File: config.mk
export PLATFORM = sky130hd
export DESIGN_NAME = rf_wb_arbiter
export DESIGN_NICKNAME = d
export VERILOG_FILES = /design/src/rtl/rf_wb_arbiter_pkg.sv /design/src/rtl/rf_wb_arbiter_arb.sv /design/src/rtl/rf_wb_arbiter.sv
export SDC_FILE = /design/constraint.sdc
export NUM_CORES = 1
export LEC_CHECK = 0
export CORE_MARGIN = 5
export CORE_UTILIZATION = 37
export CTS_CLUSTER_DIAMETER = 100
export DETAILED_ROUTE_END_ITERATION = 16
export GPL_ROUTABILITY_DRIVEN = 0
export HOLD_SLACK_MARGIN = 0.06
export PLACE_DENSITY = 0.78
export SLEW_MARGIN = 20
export SYNTH_ARGS = -nofsm -noshare
export SYNTH_HDL_FRONTEND = slang
export SYNTH_SLANG_ARGS = --single-unit
File: constraint.sdc
create_clock -name clk -period 1.84 [get_ports clk]
set_input_delay 0.276 -clock clk [delete_from_list [all_inputs] [get_ports clk]]
set_output_delay 0.276 -clock clk [all_outputs]
set_load 0.05 [all_outputs]
File: src/rtl/rf_wb_arbiter_pkg.sv
// Shared definitions for the register-file writeback arbiter.
//   DW_DEF / AW_DEF / CW_DEF : default data, address and counter widths
//   REG_ZERO                 : architectural zero register ($0); writes to it are dropped
//   grant_t                  : identifies which requester owns the write port
package rf_wb_arbiter_pkg;

    localparam int DW_DEF   = 32;
    localparam int AW_DEF   = 5;
    localparam int CW_DEF   = 16;
    localparam int REG_ZERO = 0;

    typedef enum logic {
        GRANT_A = 1'b0,
        GRANT_B = 1'b1
    } grant_t;

endpackage

File: src/rtl/rf_wb_arbiter_arb.sv
// rr_arb2: two-way round-robin arbiter.
//   clk, reset      : clock and synchronous active-high reset
//   hold            : while high no request is acknowledged and last_grant is frozen
//   req_a, req_b    : pending requests
//   ack_a, ack_b    : combinational grant, at most one high per cycle
// last_grant resets to B so that A wins the first contention.
module rr_arb2
    import rf_wb_arbiter_pkg::*;
(
    input  logic clk,
    input  logic reset,
    input  logic hold,
    input  logic req_a,
    input  logic req_b,
    output logic ack_a,
    output logic ack_b
);

    grant_t last_grant_reg;
    grant_t last_grant_next;
    logic   enable;

    assign enable = !reset && !hold;

    // Under contention the requester that did not win last time gets the port.
    always_comb begin
        ack_a = 1'b0;
        ack_b = 1'b0;
        if (enable) begin
            if (req_a && (!req_b || last_grant_reg == GRANT_B)) begin
                ack_a = 1'b1;
            end else if (req_b) begin
                ack_b = 1'b1;
            end
        end
    end

    always_comb begin
        last_grant_next = last_grant_reg;
        if (ack_a) begin
            last_grant_next = GRANT_A;
        end else if (ack_b) begin
            last_grant_next = GRANT_B;
        end
    end

    always_ff @(posedge clk) begin
        if (reset) begin
            last_grant_reg <= GRANT_B;
        end else begin
            last_grant_reg <= last_grant_next;
        end
    end

endmodule

File: src/rtl/rf_wb_arbiter.sv
// rf_wb_arbiter: shares the register file write port (we3/wa3/wd3) between
// an ALU writeback requester (A) and a load writeback requester (B).
//   clk, reset                  : clock and synchronous active-high reset
//   a_valid/a_addr/a_data/a_ready : requester A handshake (ready is combinational)
//   b_valid/b_addr/b_data/b_ready : requester B handshake (ready is combinational)
//   hold                        : suspends arbitration; an already registered write still commits
//   we3/wa3/wd3                 : registered register-file write port, one cycle after accept
//   a_count/b_count             : committed non-$0 writes per requester, wrapping
module rf_wb_arbiter
    import rf_wb_arbiter_pkg::*;
#(
    parameter int DW = DW_DEF,
    parameter int AW = AW_DEF,
    parameter int CW = CW_DEF
) (
    input  logic          clk,
    input  logic          reset,
    input  logic          a_valid,
    input  logic [AW-1:0] a_addr,
    input  logic [DW-1:0] a_data,
    output logic          a_ready,
    input  logic          b_valid,
    input  logic [AW-1:0] b_addr,
    input  logic [DW-1:0] b_data,
    output logic          b_ready,
    input  logic          hold,
    output logic          we3,
    output logic [AW-1:0] wa3,
    output logic [DW-1:0] wd3,
    output logic [CW-1:0] a_count,
    output logic [CW-1:0] b_count
);

    logic          ack_a;
    logic          ack_b;
    logic [1:0]    commit;
    logic          we3_reg;
    logic          we3_next;
    logic [AW-1:0] wa3_reg;
    logic [AW-1:0] wa3_next;
    logic [DW-1:0] wd3_reg;
    logic [DW-1:0] wd3_next;
    logic [CW-1:0] count_reg [2];

    rr_arb2 u_arb (
        .clk   (clk),
        .reset (reset),
        .hold  (hold),
        .req_a (a_valid),
        .req_b (b_valid),
        .ack_a (ack_a),
        .ack_b (ack_b)
    );

    assign a_ready = ack_a;
    assign b_ready = ack_b;

    // A grant to $0 is still a handshake, but it never becomes a write.
    assign commit[GRANT_A] = ack_a && (a_addr != AW'(REG_ZERO));
    assign commit[GRANT_B] = ack_b && (b_addr != AW'(REG_ZERO));

    // The output stage reloads every cycle: the reg file never stalls us.
    always_comb begin
        we3_next = commit[GRANT_A] || commit[GRANT_B];
        wa3_next = a_addr;
        wd3_next = a_data;
        if (ack_b) begin
            wa3_next = b_addr;
            wd3_next = b_data;
        end
    end

    always_ff @(posedge clk) begin
        if (reset) begin
            we3_reg <= 1'b0;
            wa3_reg <= '0;
            wd3_reg <= '0;
        end else begin
            we3_reg <= we3_next;
            wa3_reg <= wa3_next;
            wd3_reg <= wd3_next;
        end
    end

    // Counters advance on the same edge that loads we3 for their source.
    for (genvar gi = 0; gi < 2; gi++) begin : g_count
        always_ff @(posedge clk) begin
            if (reset) begin
                count_reg[gi] <= '0;
            end else if (commit[gi]) begin
                count_reg[gi] <= count_reg[gi] + 1'b1;
            end
        end
    end

    assign we3     = we3_reg;
    assign wa3     = wa3_reg;
    assign wd3     = wd3_reg;
    assign a_count = count_reg[GRANT_A];
    assign b_count = count_reg[GRANT_B];

endmodule

---- After elaboration in Yosys (flattened, before gate mapping) ----
Memories as Yosys holds them, arrays and structs flattened.
Index checks and enable logic that the tools add are counted.
word-level totals
  register bits after elaboration ......... 39
  memory bits (writable) .................. 32
  input bits .............................. 79
  output and inout port bits .............. 72
  logic and storage cells ................. 40
  memories ................................ 1
cells by class
  add/sub/neg operators ................... 2
  multiplexer cells ....................... 19
  bitwise gates (word level) .............. 2
  reduce and logical (&&, ||, !) cells .... 12
memories
  name       depth  width  read ports  clocked after memory_dff  wr ports  RTL line             RTL
  count_reg  2      16     2           0                         2         rf_wb_arbiter.sv:43  logic [CW-1:0] count_reg [2];
operators by type and width
  cell                                            number
  adder 16 x 1 -> 16 bit (second input constant)  2
  2-to-1 mux 16 bit                               2
  2-to-1 mux 32 bit                               1
  2-to-1 mux 1 bit                                15
  nonzero test 5 bit                              2
  2-to-1 mux 5 bit                                1
  logical AND 1 bit                               4
  zero test 1 bit                                 3
  logical OR 1 bit                                2
  bitwise OR 1 bit                                2
  nonzero test 2 bit                              1

---- Logic depth before layout (Yosys ltp) ----
Gate-level depths: netlist of the first run.
  word-level depth ........................ 10
  depth in mapped cells ................... 7
  depth with buffers taken out ............ 5

---- Hierarchy ----
Synthesis of the first run repeated with hierarchy kept, for this count alone.
second synthesis, totals
  cells, all modules ...................... 284
  area, all modules ....................... 3,146.8 um^2
modules (own cells, without submodules)
  module         times used  cells each  area an instance (um^2)  sequential area each (um^2)
  rf_wb_arbiter  1           274         3,070.4                  1,721.7
  rr_arb2        1           10          76.3                     20.0

---- Least setup slack after synthesis of the first run ----
Ideal clock, no wire load.
  path kind ............................... register to register
  from .................................... register u_arb.last_grant_reg
  to ...................................... memory count_reg[0][0] (netlist name) (enable)
  library setup time ...................... 371 ps
  data arrival time ....................... 1,980 ps
  data required time ...................... 1,469 ps
  path slack .............................. -512 ps
  cell stages (with the launch flop) ...... 5
  path buffers ............................ 0
  period minus slack after synthesis ...... 2,352 ps
  cells stage by stage .................... dfxtp_1 inv_1 a2111oi_4 nand2_1 or2b_1
RTL lines
  what                      RTL line                 RTL
  start: declaration        rf_wb_arbiter_arb.sv:19  grant_t last_grant_reg;
  start signal: assignment  rf_wb_arbiter_arb.sv:51  last_grant_reg <= last_grant_next;
  end: declaration          rf_wb_arbiter.sv:43

---- Worst setup path after layout of the first run ----
  from .................................... input a_valid
  to ...................................... output a_ready
between the ends
  word-level cells in the longest chain between the ends .. 3
ends and longest elaborated chain
  what                RTL line                 RTL
  start: declaration  rf_wb_arbiter.sv:18      input logic a_valid,
  logical AND 1 bit   rf_wb_arbiter_arb.sv:30  if (req_a && (!req_b || last_grant_reg == GRANT_B)) begin
  2-to-1 mux 1 bit    rf_wb_arbiter_arb.sv:30
  2-to-1 mux 1 bit    rf_wb_arbiter_arb.sv:29  if (enable) begin
  end: declaration    rf_wb_arbiter.sv:21      output logic a_ready,
No other way between the ends.

==> flow_summary.ini, run 1 <==
[global_route]
gr-total-overflow = 0
grt_util_all_layers_pct = 16.91
grt_pass1_wl_um = 13680
grt_util_met3_pct = 7.578
antenna_found_initial = 0
grt_max_degree = 38
grtUsageMet1_pct = 18.52
grt_busiest_layer = met2
grt_pass1_vias = 2939
met2_usage_pct = 29.05

[worst_hold_path]
hp-class = in -> reg
hold_depth = 3
min_to = wd3[20]
min-delay-start = b_data[20]

[die]
die-area_mm2 = 0.01056
die_h_um = 102.8
start_util_pct = 38.35
ios = 151
fp-row-count = 33
die_w_um = 102.8
core_area_mm2 = 0.008299

[sta]
final_hold_viol_count = 0
drv_slew = 0
timing.hold.ws_ns = 0.4686
relSlewSlack_pct = 63.85
tightest_slew_ns = 0.5406
period_needed_ns = 1.796
skew_ns = 0.009100
clock.fmax_mhz = 556.9
setup_viol = 0
period_share_pct = 97.60

[clocking]
cts_tree = yes
cts_hold_buf = 0
root_buffer = clkbuf_8
htreeDepth = 3
cts_max_path_buffers = 2
clkTransAtPathRegs_ns = 0.07
clock-sinks = 71
clk_latency_ns = 0.34
numCtsBuffers = 9

[cells_and_area]
layout.nets = 573
finish.instance_area_mm2 = 0.005029
drive_gt1_share_pct = 15.09
multi_input_area_mm2 = 0.001355
seq_area_mm2 = 0.001743
post-route-util_pct = 60.59
fill_cells = 715
syn_to_final_growth_pct = 57.98
diodes = 0

[placed_design]
dpl_cell_area_mm2 = 0.004846
dp_hpwl_um = 6723
numPortBuffers = 150

[synthesis]
ys.flop_type = dfxtp_1
yosys.area.top_type = edfxtp_1
synthArstFlopShare_pct = 0
synth_xor_area_share_pct = 6.604
syn-instance-count = 328
synth_top_area_share_pct = 30.19
ys_top_cells_by_area = edfxtp_1 30%, dfxtp_1 25%, nand2_1 10%
yosysSeqAreaShare_pct = 54.72
synthAdderAreaFrac_pct = 0.7862
synthMuxAreaShare_pct = 0.3145
synth-seq-cells = 71
synth_compound_area_share_pct = 2.555
synthSimpleGateAreaFrac_pct = 31.84
yosysWarnings = 0
avgSynthCellArea_um2 = 9.704
synth_top_family_by_area = simple AND/OR/NAND/NOR gates
synth_cell_type_count = 34
syn_nets = 409
synth-edff-count = 32
syn_area_mm2 = 0.003183
synth_most_common_cell = nand2_1
synth_common_cells = 85 x nand2_1, 39 x dfxtp_1, 38 x nand3b_1, 34 x nor2_1, 32 x edfxtp_1

[pwr]
finalPower_mw = 3.795
peakVddDrop_mv = 0.3584
power_leakage_nw = 2.026
power_density_mw_per_mm2 = 754.7

[routing]
vias = 2897
drtPass1Iterations = 6
routed_wl_um = 8750
drt_iter0_markers = 47
viasPerCell = 4.812
drc = 0
route.antenna.remaining_nets = 0
routedWlPerCell_um = 14.53

[critical_path]
required_ns = 1.56
rrSetupSlack_ns = 0.19
worstPathCellList = clkdlybuf4s50_1 > inv_1 > a2111oi_4 > buf_4 > buf_12
worstSetupPathType = in -> out
cp-end-kind = output pin
crit_fanout = 3
crit_buf_inv = 4
cp.arrival_ns = 1.52
reg2reg_to = count_reg[1][12]
slowest_delay_ns = 0.48
critPathLaunchType = input port
worstRegToRegCells = 5
critPathTopFamily = buffers and inverters
critPathSlowestCell = clkdlybuf4s50_1
r2r_start = count_reg[1][0]

[run_status]
outcome = finished clean

[run]
drv_cap = 0
[report_power, final]
part | total, mW | switching, mW | internal, mW | leakage, nW
clock network | 1.07 | 0.548 | 0.518 | 0.0838
logic | 0.917 | 0.530 | 0.387 | 1.28
registers | 1.81 | 0.0636 | 1.75 | 0.659
[cell usage in the layout (no fill, tap or decap), drive strengths merged]
master         instances
or3                    2
a21oi                  3
dlygate4sd2            1
and4                   1
nor2                  34
or2b                   1
a2111oi                1
o21ai                  4
clkinv                 3
nand2                 85
clkinvlp               1
mux2i                  1
o31ai                  1
clkbuf                12
xor2                   8
ha                     2
nand3b                38
inv                    6
nor3                   6
buf                   49
dlymetal6s2s           1
nor4                   3
nor3b                  1
nand4                  6
and3                   5
or4                    2
edfxtp                32
xnor2                 16
clkdlybuf4s50        117
dfxtp                 39
nand2b                 1
nand3                 15
[through the flow]
step	setup TNS [ns]	setup WS [ns]	instances
floorplan	-3.751	-0.2299	328
global placement	-5.866	-0.1784	584
detailed placement	-6.876	-0.1897	584
CTS	0	0.01185	600
global route	-0.001590	-0.001590	602
finish	0	0.04422	602
[worst max-delay path by stage]
stage | start | endpoint | slack, ns | depth (start not counted)
after floorplan | u_arb.last_grant_reg | count_reg[0][0] | -0.23 | 4
after global placement | b_addr[2] | count_reg[1][10] | -0.18 | 5
after detailed placement | b_addr[2] | count_reg[1][10] | -0.19 | 5
after CTS | count_reg[1][15] | b_count[15] | 0.01 | 1
after global routing | a_valid | a_ready | -0.002 | 5
final | a_valid | a_ready | 0.04 | 5
[per-layer routing]
layer | part of all wire (%) | wire length (µm)
met5 | 0 | 0
met4 | 1.2 | 106
met3 | 11 | 925
met2 | 50 | 4353
met1 | 38 | 3364
[cell families after synthesis]
logic type | after synthesis
AOI/OAI and AO/OA | 9
xor gates and xnor gates | 24
adders and majority gates | 2
buffers and inverters | 21
DFF | 71
muxes | 1
and+or+nand+nor | 200
[cell type report]
| cell class | instances | share of cell area [%] |
|---|---|---|
| Clock inverter | 4 | 0.4230 |
| Multi-Input combinational cell | 236 | 26.95 |
| Sequential cell | 71 | 34.66 |
| Clock buffer | 12 | 2.886 |
| Tap cell | 105 | 2.613 |
| Inverter | 6 | 0.4479 |
| Timing Repair Buffer | 168 | 32.02 |
[worst reg2reg max path, delay by kind of cell, from the launching register on]
| family | cells | cell delay, ns |
|---|---|---|
| DFF | 1 | 0.46 |
| adders and majority gates | 1 | 0.27 |
| and+or+nand+nor | 3 | 0.51 |
| xor gates and xnor gates | 1 | 0.17 |
[timing repair]
item | in CTS | in global routing
endpoints found under the setup margin | 1 | 3
gates resized for setup | 1 | 2
buffers inserted | 0 | 2
pin swaps | 0 | 0
gates cloned | 0 | 0
(Power assumes the default switching activity.)
==> run 2, diff against run 1 <==
- GPL_ROUTABILITY_DRIVEN: 0 -> 1
==> results of run 2 <==
The final DEF is identical to that of run 1; final timing and power are the same.
